<file path="config.mk">
export PLATFORM = sky130hd
export DESIGN_NAME = spwm_gate_gen_flat
export DESIGN_NICKNAME = d
export VERILOG_FILES = /design/src/rtl/spwm_pkg.sv /design/src/rtl/spwm_gate_gen_if.sv /design/src/rtl/spwm_deadtime.sv /design/src/rtl/spwm_gate_gen.sv /design/src/flat_wrapper.sv
export SDC_FILE = /design/constraint.sdc
export NUM_CORES = 1
export LEC_CHECK = 0
export CAP_MARGIN = 20
export CORE_UTILIZATION = 51
export CTS_BUF_LIST = sky130_fd_sc_hd__clkbuf_8 sky130_fd_sc_hd__clkbuf_16
export DETAILED_ROUTE_END_ITERATION = 6
export GPL_ROUTABILITY_DRIVEN = 0
export PLACE_DENSITY = 0.78
export SYNTH_ARGS = -nofsm -noshare
export SYNTH_HDL_FRONTEND = slang
export SYNTH_HIERARCHICAL = 1
export SYNTH_SLANG_ARGS = --single-unit
</file>
<file path="constraint.sdc">
create_clock -name clk_in -period 2.4 [get_ports clk_in]
set_input_delay 0.36 -clock clk_in [delete_from_list [all_inputs] [get_ports clk_in]]
set_output_delay 0.36 -clock clk_in [all_outputs]
set_load 0.005 [all_outputs]
</file>
<file path="src/rtl/spwm_pkg.sv">
// Shared types and constants for the SPWM gate generator.
//   SAMPLE_W        : width of reference samples and carrier
//   DEAD_W          : width of the dead-time counter
//   *_DEF           : default generics for the top level
//   dt_state_e      : dead-time FSM state encoding
package spwm_pkg;

  localparam int unsigned SAMPLE_W        = 12;
  localparam int unsigned DEAD_W          = 8;
  localparam int unsigned CARRIER_MAX_DEF = 1638;
  localparam int unsigned DEAD_TIME_DEF   = 8;

  typedef logic [SAMPLE_W-1:0] sample_t;

  typedef enum logic [2:0] {
    OFF   = 3'd0,
    HI_ON = 3'd1,
    DT_HL = 3'd2,
    LO_ON = 3'd3,
    DT_LH = 3'd4
  } dt_state_e;

endpackage

</file>
<file path="src/rtl/spwm_gate_gen_if.sv">
// Signal bundle between the controller and the SPWM gate generator.
//   en      : gate enable (master -> slave)
//   ref_in  : modulating sample, one per clock (master -> slave)
//   carrier : triangular carrier value (slave -> master)
//   sync    : carrier valley marker (slave -> master)
//   gate_h  : high-side gate drive (slave -> master)
//   gate_l  : low-side gate drive (slave -> master)
interface spwm_gate_gen_if;
  import spwm_pkg::*;

  logic    en;
  sample_t ref_in;
  sample_t carrier;
  logic    sync;
  logic    gate_h;
  logic    gate_l;

  modport master (output en, ref_in, input carrier, sync, gate_h, gate_l);
  modport slave  (input en, ref_in, output carrier, sync, gate_h, gate_l);

endinterface

</file>
<file path="src/rtl/spwm_deadtime.sv">
// Dead-time inserter: turns the raw PWM comparison into complementary
// gate drives with DEAD_TIME idle cycles at every hand-over.
//   clk_in, rst_n : clock, async active-low reset
//   pwm_raw       : raw comparator output (1 = high side wanted)
//   en            : enable; 0 drops to OFF on the next edge
//   gate_h/gate_l : registered gate drives, never both high
module spwm_deadtime
  import spwm_pkg::*;
#(
  parameter int unsigned DEAD_TIME = DEAD_TIME_DEF
) (
  input  logic clk_in,
  input  logic rst_n,
  input  logic pwm_raw,
  input  logic en,
  output logic gate_h,
  output logic gate_l
);

  localparam logic [DEAD_W-1:0] DT_LOAD = DEAD_W'(DEAD_TIME);
  localparam logic [DEAD_W-1:0] DT_ONE  = DEAD_W'(1);

  dt_state_e         state;
  logic [DEAD_W-1:0] dead_cnt;

  // State, counter and gates update together so the gates are pure flops.
  always_ff @(posedge clk_in or negedge rst_n) begin
    if (!rst_n) begin
      state    <= OFF;
      dead_cnt <= '0;
      gate_h   <= 1'b0;
      gate_l   <= 1'b0;
    end else if (!en) begin
      state    <= OFF;
      dead_cnt <= '0;
      gate_h   <= 1'b0;
      gate_l   <= 1'b0;
    end else begin
      unique case (state)
        OFF: begin
          state    <= DT_LH;
          dead_cnt <= DT_LOAD;
          gate_h   <= 1'b0;
          gate_l   <= 1'b0;
        end
        HI_ON: begin
          if (!pwm_raw) begin
            state    <= DT_HL;
            dead_cnt <= DT_LOAD;
            gate_h   <= 1'b0;
          end
        end
        LO_ON: begin
          if (pwm_raw) begin
            state    <= DT_LH;
            dead_cnt <= DT_LOAD;
            gate_l   <= 1'b0;
          end
        end
        DT_HL, DT_LH: begin
          // Exit side is chosen from pwm_raw now, not from the entry edge.
          if (dead_cnt == DT_ONE) begin
            state    <= pwm_raw ? HI_ON : LO_ON;
            dead_cnt <= '0;
            gate_h   <= pwm_raw;
            gate_l   <= !pwm_raw;
          end else begin
            dead_cnt <= dead_cnt - DT_ONE;
          end
        end
        default: begin
          state    <= OFF;
          dead_cnt <= '0;
          gate_h   <= 1'b0;
          gate_l   <= 1'b0;
        end
      endcase
    end
  end

endmodule

</file>
<file path="src/rtl/spwm_gate_gen.sv">
// Sine-PWM gate generator: triangular carrier, valley-latched reference,
// comparator and dead-time protected complementary gate outputs.
//   clk_in, rst_n : clock, async active-low reset
//   bus (slave)   : en, ref_in in; carrier, sync, gate_h, gate_l out
module spwm_gate_gen
  import spwm_pkg::*;
#(
  parameter int unsigned CARRIER_MAX = CARRIER_MAX_DEF,
  parameter int unsigned DEAD_TIME   = DEAD_TIME_DEF
) (
  input  logic            clk_in,
  input  logic            rst_n,
  spwm_gate_gen_if.slave  bus
);

  localparam sample_t CMAX = SAMPLE_W'(CARRIER_MAX);
  localparam sample_t ONE  = SAMPLE_W'(1);

  sample_t carrier_q;
  sample_t carrier_nxt_c;
  sample_t ref_q;
  logic    dir_up;
  logic    sync_q;
  logic    pwm_raw_c;

  // Next carrier value; the end points force the turn-around directly.
  always_comb begin
    carrier_nxt_c = carrier_q;
    if (carrier_q == '0) begin
      carrier_nxt_c = ONE;
    end else if (carrier_q == CMAX) begin
      carrier_nxt_c = CMAX - ONE;
    end else if (dir_up) begin
      carrier_nxt_c = carrier_q + ONE;
    end else begin
      carrier_nxt_c = carrier_q - ONE;
    end
  end

  // Carrier, direction, valley marker and valley-latched reference.
  always_ff @(posedge clk_in or negedge rst_n) begin
    if (!rst_n) begin
      carrier_q <= '0;
      dir_up    <= 1'b1;
      sync_q    <= 1'b1;
      ref_q     <= '0;
    end else begin
      carrier_q <= carrier_nxt_c;
      sync_q    <= (carrier_nxt_c == '0);
      if (carrier_q == '0) begin
        dir_up <= 1'b1;
        ref_q  <= (bus.ref_in > CMAX) ? CMAX : bus.ref_in;
      end else if (carrier_q == CMAX) begin
        dir_up <= 1'b0;
      end
    end
  end

  assign pwm_raw_c   = (ref_q > carrier_q);
  assign bus.carrier = carrier_q;
  assign bus.sync    = sync_q;

  spwm_deadtime #(
    .DEAD_TIME (DEAD_TIME)
  ) u_deadtime (
    .clk_in  (clk_in),
    .rst_n   (rst_n),
    .pwm_raw (pwm_raw_c),
    .en      (bus.en),
    .gate_h  (bus.gate_h),
    .gate_l  (bus.gate_l)
  );

endmodule

</file>
<file path="src/flat_wrapper.sv">
// flat-port wrapper written by rule: the top's interface ports become plain ports
module spwm_gate_gen_flat import spwm_pkg::*;
#(
  parameter int unsigned CARRIER_MAX = CARRIER_MAX_DEF,
  parameter int unsigned DEAD_TIME   = DEAD_TIME_DEF
)
  (clk_in, rst_n, bus_en, bus_ref_in, bus_carrier, bus_sync, bus_gate_h, bus_gate_l);
  spwm_gate_gen_if bus_i ();
  input  logic clk_in;
  input  logic rst_n;
  input wire logic [$bits(bus_i.en)-1:0] bus_en;
  input wire logic [$bits(bus_i.ref_in)-1:0] bus_ref_in;
  output wire logic [$bits(bus_i.carrier)-1:0] bus_carrier;
  output wire logic [$bits(bus_i.sync)-1:0] bus_sync;
  output wire logic [$bits(bus_i.gate_h)-1:0] bus_gate_h;
  output wire logic [$bits(bus_i.gate_l)-1:0] bus_gate_l;
  assign bus_i.en = bus_en;
  assign bus_i.ref_in = bus_ref_in;
  assign bus_carrier = bus_i.carrier;
  assign bus_sync = bus_i.sync;
  assign bus_gate_h = bus_i.gate_h;
  assign bus_gate_l = bus_i.gate_l;
  spwm_gate_gen #(.CARRIER_MAX(CARRIER_MAX), .DEAD_TIME(DEAD_TIME)) u_core (.clk_in(clk_in), .rst_n(rst_n), .bus(bus_i));
endmodule
</file>
* Word-level counts from Yosys, hierarchy flattened
Index checks and enable logic that the tools add are counted. Widths: inputs -> output; s select.
Storage, ports and cells: register bits 39, bits in latches 0, memory bits (writable) 0, bits in read-only memories 0, input port bits 15, output and inout bits 15, memories kept 0
Operators by class: $add $sub $neg 3, multipliers 0, div/mod/pow operators 0, $lt $le $gt $ge 2, equal/unequal tests 11, shifts and indexed selects 0, mux-type cells 25, bitwise logic cells 0, reduce and logical (&&, ||, !) cells 10
Operator list (number):
- $mux 12 | 4
- $mux 8 | 4
- $pmux 8 s4 | 1
- $logic_not 12->1 | 2
- $add 12x1->12 const B | 1
- $eq 12x11->1 const B | 1
- $gt 12x11->1 const B | 1
- $gt 12x12->1 | 1
- $mux 3 | 4
- $pmux 3 s4 | 1
- $sub 12x1->12 const B | 1
- $ne 3x3->1 const B | 3
- $reduce_and 3->1 | 3
- $eq 8x1->1 const B | 1
- $mux 1 | 8
- $sub 8x1->8 const B | 1
- $eq 3x2->1 const B | 2
- $pmux 1 s3 | 2
- $ne 2x2->1 const B | 2
- $eq 3x1->1 const B | 1
- $eq 3x3->1 const B | 1
- $logic_not 3->1 | 1
- $mux 2 | 1
- $reduce_and 2->1 | 1
- 3 further kinds | 3

* Longest topological paths before layout
Gate-level depths: netlist (run 1).
depth after elaboration 5, gate-level depth with buffers 13, depth with buffers taken out 12

* Cells and area by module
The synthesis (run 1) kept the hierarchy.
By module, submodules not included:
- spwm_gate_gen | times used 1, cells each 187, area each 1809.2 um^2
- spwm_deadtime | times used 1, cells each 79, area each 797.0 um^2

* Least setup slack after synthesis (run 1)
OpenSTA, ideal clock, no wires.
path kind register to register, from register u_core.carrier_q[1] (netlist: u_core/bus.carrier[1]), to register u_core.u_deadtime.state[1], arrival 2.479 ns, data required time 2.275 ns, setup slack -0.204 ns, cell stages (with the launch flop) 14, clock period less this slack 2.604 ns, path through dfrtp_1 > inv_1 > ha_1 > nor2b_1 > o21ai_0 > nand2b_1 > a21oi_1 > o221ai_1 > o21a_1 > clkbuf_2 > xnor2_2 > nor2_1 > a21oi_4 > mux2_4
Between the ends: cells in the longest elaborated chain, start to end 5
Ends and longest elaborated chain:
- start, declared | line spwm_gate_gen.sv:19 | sample_t carrier_q;
- start signal, assigned | line spwm_gate_gen.sv:48 | carrier_q <= carrier_nxt_c;
- $gt 12x12->1 (*) | line spwm_gate_gen.sv:59 | assign pwm_raw_c = (ref_q > carrier_q);
- named net u_core.pwm_raw_c | line spwm_gate_gen.sv:24 | logic pwm_raw_c;
- $mux 2 | line spwm_deadtime.sv:63 | state <= pwm_raw ? HI_ON : LO_ON;
- $mux 3 | line spwm_deadtime.sv:62 | if (dead_cnt == DT_ONE) begin
- $pmux 3 s4 | line spwm_deadtime.sv:39 | unique case (state)
- $mux 3 | line spwm_deadtime.sv:33 | end else if (!en) begin
- end signal, assigned | line spwm_deadtime.sv:63
- end, declared | line spwm_deadtime.sv:23 | dt_state_e state;
The timed path passes the listed nets; every way through them passes the cells marked *. The select of a mux whose other input is x is not followed. A chain may end at the register's enable or synchronous reset.

* Worst setup path after layout (run 1)
from register u_core.carrier_q[11] (netlist: u_core/bus.carrier[11]), to register u_core.u_deadtime.state[1]
Same word-level chain as after synthesis.

==> results by group, run 1 <==
Status
  – Status: completed

STA
  – Count of pins over their slew limit: 0
  – RSZ-0062 raised after global routing: yes
  – Setup Viol. Count Final: 0
  – Clock skew: approximately 0.0034 ns
  – Worst Tran Pin Value: roughly 0.86 ns
  – Tmin final: 2.36 ns
  – Hold_ws: ~0.17 ns
  – Fin. Hold Viols: 0
  – Rel. slew slack: 0.424
  – Tcrit/Tclk final: 0.984
  – Fmax: 424 MHz

Power
  – Pwr Density: 586 nW/um^2
  – VDD IR max: between 0.4 and 0.5 mV
  – Leakage dissipation: 1.49 nW

Die
  – Die W: ~73 um
  – # IOs: 30
  – Initial Utilization: 0.541
  – Site Rows: 25
  – Die H: ~73 um
  – Die area: about 5400 um^2
  – Core Box Area: 4820 um^2

Drt
  – WL met1: 2790 um
  – Pre-antenna DRT Iters: 4
  – DR vias: about 2300
  – Final WL: 6220 um
  – Final ANT Viol Nets: 0
  – Vias per std cell: approximately 5.8
  – WL/cell: between 15 and 20 um
  – Met2 wire length: 3150 um
  – Initial DRC Count: 101
  – Top Metal Used: met4
  – Met3 WL: 182 um
  – DRC Markers: 0

Final layout
  – Register Area: 980 um^2
  – P&R area growth vs syn: 35.0%
  – Final Net Count: ~370
  – Fillers: 353
  – Post-layout util: 0.731
  – Cell area after layout: roughly 3500 um^2
  – Area of the multi-input gates: 1780 um^2
  – Layout cells sized above 1: 0.273
  – Antenna diodes: 0

Critical path
  – CP top delay family: compound AO/OA/AOI/OAI gates
  – Crit-path slowest cell: dfrtp_1
  – Worst Path Max Fanout: 7
  – CP Buf/Inv Count: 1
  – Crit Path Class: flop to flop
  – CP peak stage delay: 0.36 ns
  – Worst path cell trace: inv_1 > ha_4 > nand4_1 > or2_4 > o221ai_2 > o21a_2 > xnor2_4 > nor2_4 > a21oi_4 > mux2_4
  – CP Capture Type: flop
  – Startpoint types: flop
  – Arrival time worst endpoint: about 2.6 ns
  – Data required time at the worst endpoint: 2.58 ns

Clock network
  – Clock transition at path regs: 0.07 ns
  – Clock buffer depth: 2
  – Worst-Skew Late Latency: 0.30 ns
  – H-tree depth: 2
  – TritonCTS clock tree: built
  – Clk sinks: 39
  – CTS root buf: clkbuf_8
  – CTS buffer count: 5

Yosys
  – Asr flop ratio synth: 1.00
  – Post-Syn Area: between 2000 and 3000 um^2
  – Most frequent cell after synthesis: dfrtp_1
  – Synth cell count leaders: dfrtp_1, nor2_1, ha_1
  – Seq/Total Area, Yosys: 0.375
  – Seq cells post-synth: 39
  – Mapped Cells: 266
  – Syn Area/Cell: about 9.8 um^2
  – EDFF count, synth: 0
  – Largest area contributor in the netlist: dfrtp_1
  – Synth top area share: 0.355
  – Syn nets: ~310
  – Distinct cells, synth: 63
  – Synth warn: 6
  – Largest cells by area after synthesis: dfrtp_1, ha_1, nor2_1, xor2_1, inv_1
  – Main flop type after synthesis: dfrtp_1

Placed design
  – # port buffers: 29
  – Final HPWL DP: approximately 4600 um
  – Placed instance area: 3150 um^2

Global route
  – Number of global-route vias before repair: 2273
  – Initial antenna violation count: 0
  – Largest net degree at the start of global routing: 40
  – Grt ovf: 0
  – Tot GR Track Use: 0.251
  – First-pass GRT wire length: just over 10000 um

Flow run
  – Total of max-cap violations: 0

Min path
  – Worst min-delay path class: input port to async pin
-- logic make-up after synthesis --
group | after synthesis | share of synthesized area
AOI/OAI and AO/OA | 78 | 0.209
and+or+nand+nor | 77 | 0.171
DFF | 39 | 0.375
buffers and inverters | 27 | 0.0442
adders and majority gates | 25 | 0.123
xor gates and xnor gates | 15 | 0.0533
muxes | 5 | 0.0235
-- power by group --
group	internal (mW)	switching, mW
Sequential	0.748	0.134
Combinational	0.339	0.379
Clock	0.228	0.235
Total	1.31	0.748
-- metal layers --
layer | vias up | track usage
met5 | - | 0
met4 | 0 | 0.100
met3 | 11 | 0.0398
met2 | 48 | 0.435
met1 | 1148 | 0.311
li1 | 1092 | -
-- worst paths after layout --
| kind | startpoint | endpoint | slack, ns | cells after the start |
|---|---|---|---|---|
| max | u_core/bus.carrier[11] | u_core/u_deadtime/state[1] | 0.04 | 10 |
| max in group asynchronous | rst_n | u_core/bus.carrier[1] | 1.63 | 1 |
| min | rst_n | u_core/bus.carrier[8] | 0.17 | 1 |
| max reg2reg | u_core/bus.carrier[11] | u_core/u_deadtime/state[1] | 0.04 | 10 |
| min in group clk_in | u_core/ref_q[10] | u_core/ref_q[10] | 0.49 | 2 |
| min reg2reg | u_core/ref_q[10] | u_core/ref_q[10] | 0.49 | 2 |
-- flip-flops by register name (all words and copies together), names as in the netlist --
signal / count
u_core/u_deadtime/gate_l: 1
u_core/dir_up: 1
u_core/u_deadtime/state: 3
u_core/u_deadtime/dead_cnt: 8
u_core/ref_q: 12
u_core/bus.sync: 1
u_core/u_deadtime/gate_h: 1
u_core/bus.carrier: 12
-- what timing repair did --
action | 4_1_cts | 5_1_grt
resized for setup | 11 | 30
buffers inserted | 0 | 5
setup endpoints to repair | 2 | 8
pin swaps | 3 | 13
hold buffers | 0 | 0
-- per-stage QoR --
stage	power, mW	TNS [ns]	cells	worst slack [ns]
2_1_floorplan	1.43	-0.0225	266	-0.0225
3_3_place_gp	1.57	-0.0523	380	-0.0523
5_1_grt	2.19	-0.122	393	-0.0568
3_5_place_dp	1.60	-0.148	380	-0.115
4_1_cts	2.06	0	388	0.0107
6_report	2.06	0	393	0.0393
-- layout by cell type (no fill, tap or decap), types with 3 or more instances in the layout --
| cell | Yosys | layout |
|---|---|---|
| a21o_1 | 5 | 5 |
| a21oi_1 | 16 | 11 |
| a21oi_2 | 0 | 5 |
| a22o_1 | 6 | 6 |
| a311o_1 | 3 | 3 |
| and2_1 | 6 | 6 |
| buf_4 | 1 | 28 |
| clkbuf_8 | 0 | 6 |
| clkdlybuf4s50_1 | 0 | 28 |
| dfrtp_1 | 37 | 36 |
| ha_1 | 24 | 13 |
| ha_4 | 0 | 10 |
| inv_1 | 22 | 21 |
| nand2_1 | 13 | 13 |
| nand3_1 | 4 | 4 |
| nand4_1 | 4 | 4 |
| nor2_1 | 26 | 24 |
| o211ai_1 | 5 | 5 |
| o21ai_0 | 14 | 9 |
| o21ai_1 | 1 | 6 |
| o22a_1 | 4 | 4 |
| o22ai_1 | 6 | 5 |
| xnor2_1 | 3 | 3 |
| xor2_1 | 11 | 11 |
-- final cells by class --
type	count	area share
Clock buffer	6	0.0235
Clock inverter	2	0.00249
Inverter	22	0.0249
Multi-Input combinational cell	200	0.506
Sequential cell	39	0.278
Tap cell	67	0.0238
Timing Repair Buffer	57	0.141
No activity file was read; power rests on OpenSTA's default activity.
==> inputs of run 2 (changes only) <==
- CORE_UTILIZATION: 51 -> 40
- PLACE_DENSITY: 0.78 -> 0.63
==> results by group, run 2 (synthesis gave the netlist of run 1 again) <==
Clock network
  – Clock buffer depth: 2 (unchanged)
  – Clk sinks: 39 (unchanged)
  – CTS root buf: clkbuf_8
  – Worst-Skew Late Latency: 0.30 ns (about the same)
  – CTS Hold Bufs: 0 (unchanged)
  – Clock transition at path regs: 0.08 ns (about the same)
  – CTS buffer count: 5 (unchanged)
  – H-tree depth: 2 (unchanged)
  – TritonCTS clock tree: built

Critical path
  – Crit-path slowest cell: dfstp_2
  – CP top delay family: compound AO/OA/AOI/OAI gates
  – Reg2reg path depth: 9 (-1)
  – Startpoint types: flop
  – Arrival time worst endpoint: 2.72 ns (+0.17 ns)
  – Worst Path Max Fanout: 3 (-4)
  – Data required time at the worst endpoint: 2.62 ns (+0.04 ns)
  – Worst path cell trace: clkinvlp_4 > buf_6 > ha_4 > nor2_4 > o31ai_4 > a31oi_2 > o21ai_2 > mux2_4 > nor4_4
  – Crit Path Class: flop to flop
  – CP peak stage delay: 0.56 ns (+0.20 ns)
  – WP depth: 9 (-1)
  – CP Capture Type: flop
  – CP Buf/Inv Count: 2 (+1)

Min path
  – Worst min-delay path class: input port to async pin

Drt
  – DR vias: 2225 (-3.2%)
  – DRC Markers: 0 (unchanged)
  – Initial DRC Count: 64 (-37%)
  – Final ANT Viol Nets: 0 (unchanged)
  – Final WL: 6440 um (+3.4%)
  – Pre-antenna DRT Iters: 4 (unchanged)
  – Vias per std cell: 5.48 (-6.3%)
  – WL/cell: 15.9 um (+0.13%)

Global route
  – Largest net degree at the start of global routing: 40 (unchanged)
  – First-pass GRT wire length: 10400 um (+2.4%)
  – Initial antenna violation count: 0 (unchanged)
  – Number of global-route vias before repair: 2193 (-3.5%)
  – Tot GR Track Use: 0.209 (-0.0423)
  – Grt ovf: 0 (unchanged)

STA
  – Hold_ws: 0.162 ns (-0.0106 ns)
  – Worst Tran Pin Value: 0.878 ns (+0.0135 ns)
  – Fmax: 401 MHz (-5.4%)
  – Clock skew: 0.00710 ns (+0.00367 ns)
  – Tcrit/Tclk final: 1.04 (+0.0564)
  – Setup WS post-layout: -0.0961 ns (-0.135 ns)
  – Post-route setup TNS: -0.0961 ns (-0.0961 ns)
  – Rel. slew slack: 0.415 (-0.00901)
  – Tmin final: 2.50 ns (+0.135 ns)
  – Count of pins over their slew limit: 0 (unchanged)
  – Setup Viol. Count Final: 1 (+1)
  – Fin. Hold Viols: 0 (unchanged)
  – RSZ-0062 raised after global routing: yes

Placed design
  – # port buffers: 29 (unchanged)
  – DP Cell Count: 392 (+3.2%)
  – Final HPWL DP: 4690 um (+1.9%)
  – Setup WS pre-CTS: -0.122 ns (-0.00706 ns)
  – Placed instance area: 3180 um^2 (+0.87%)

Die
  – Die area: 6840 um^2 (+27%)
  – Site Rows: 29 (+16%)
  – Core Box Area: 6310 um^2 (+31%)
  – Die W: 82.7 um (+13%)
  – Initial Utilization: 0.413 (-0.128)
  – Die H: 82.7 um (+13%)
  – # IOs: 30 (unchanged)

Final layout
  – Commonest non-fill, non-tap cell in the layout: dfrtp_1
  – Cell area after layout: 3620 um^2 (+2.7%)
  – Final Non-Filler Cells: 406 (+3.3%)
  – Most frequent cells in the layout: dfrtp_1, clkdlybuf4s50_1, buf_4, nor2_1, inv_1
  – Antenna diodes: 0 (unchanged)
  – P&R area growth vs syn: 38.7%
  – Final Net Count: 368 (+0.82%)
  – Layout cells sized above 1: 0.298 (+0.0249)

Power
  – Leakage dissipation: 1.51 nW (+1.3%)
  – VDD IR max: 0.405 mV (-14%)
  – Pwr Density: 567 nW/um^2 (-3.2%)

Status
  – Status: finished with violations
  – Failing checks: setup timing

Flow run
  – Total of max-cap violations: 0 (unchanged)
-- run 2: path summary, 6_finish.rpt --
kind	from	end	slack, ns
max	u_core/dir_up	u_core/bus.sync	-0.1
min	rst_n	u_core/u_deadtime/gate_l	0.16
max reg2reg	u_core/dir_up	u_core/bus.sync	-0.1
min reg2reg	u_core/ref_q[10]	u_core/ref_q[10]	0.50
max in group asynchronous	rst_n	u_core/bus.carrier[1]	1.61
min in group clk_in	u_core/ref_q[10]	u_core/ref_q[10]	0.50
-- run 2: final cells by class --
class / count / area, um^2
Clock buffer: 5 / 68.8
Multi-Input combinational cell: 200 / 1830
Timing Repair Buffer: 60 / 542
Inverter: 22 / 86.3
Sequential cell: 39 / 980
Tap cell: 77 / 96.3
Fill cell: 564 / 2700
Clock inverter: 3 / 15.0
-- run 2: per-stage QoR --
stage	total power [mW]	util
after global routing	2.19	0.573
final	2.05	0.573
after floorplan	1.43	-
after detailed placement	1.60	0.504
after CTS	2.05	0.547
after global placement	1.58	0.504
-- run 2: report_power, final --
part           switching, mW  total (mW)  internal [mW]
clock                  0.245       0.444          0.199
sequential             0.130       0.878          0.748
combinational          0.385       0.730          0.345
total                  0.759        2.05           1.29
-- run 2: repair_timing --
action | in CTS | in global routing
setup endpoints to repair | 2 | 10
hold endpoints to repair | 0 | 0
gates resized for setup | 23 | 26
buffers inserted | 3 | 3
pin swaps | 5 | 19
-- run 2: per-layer routing --
layer	part of all wire	track usage	up-vias
met5	0	0	-
met4	0.0076	0.0569	0
met3	0.039	0.0330	6
met2	0.49	0.345	44
met1	0.46	0.282	1079
li1	-	-	1096
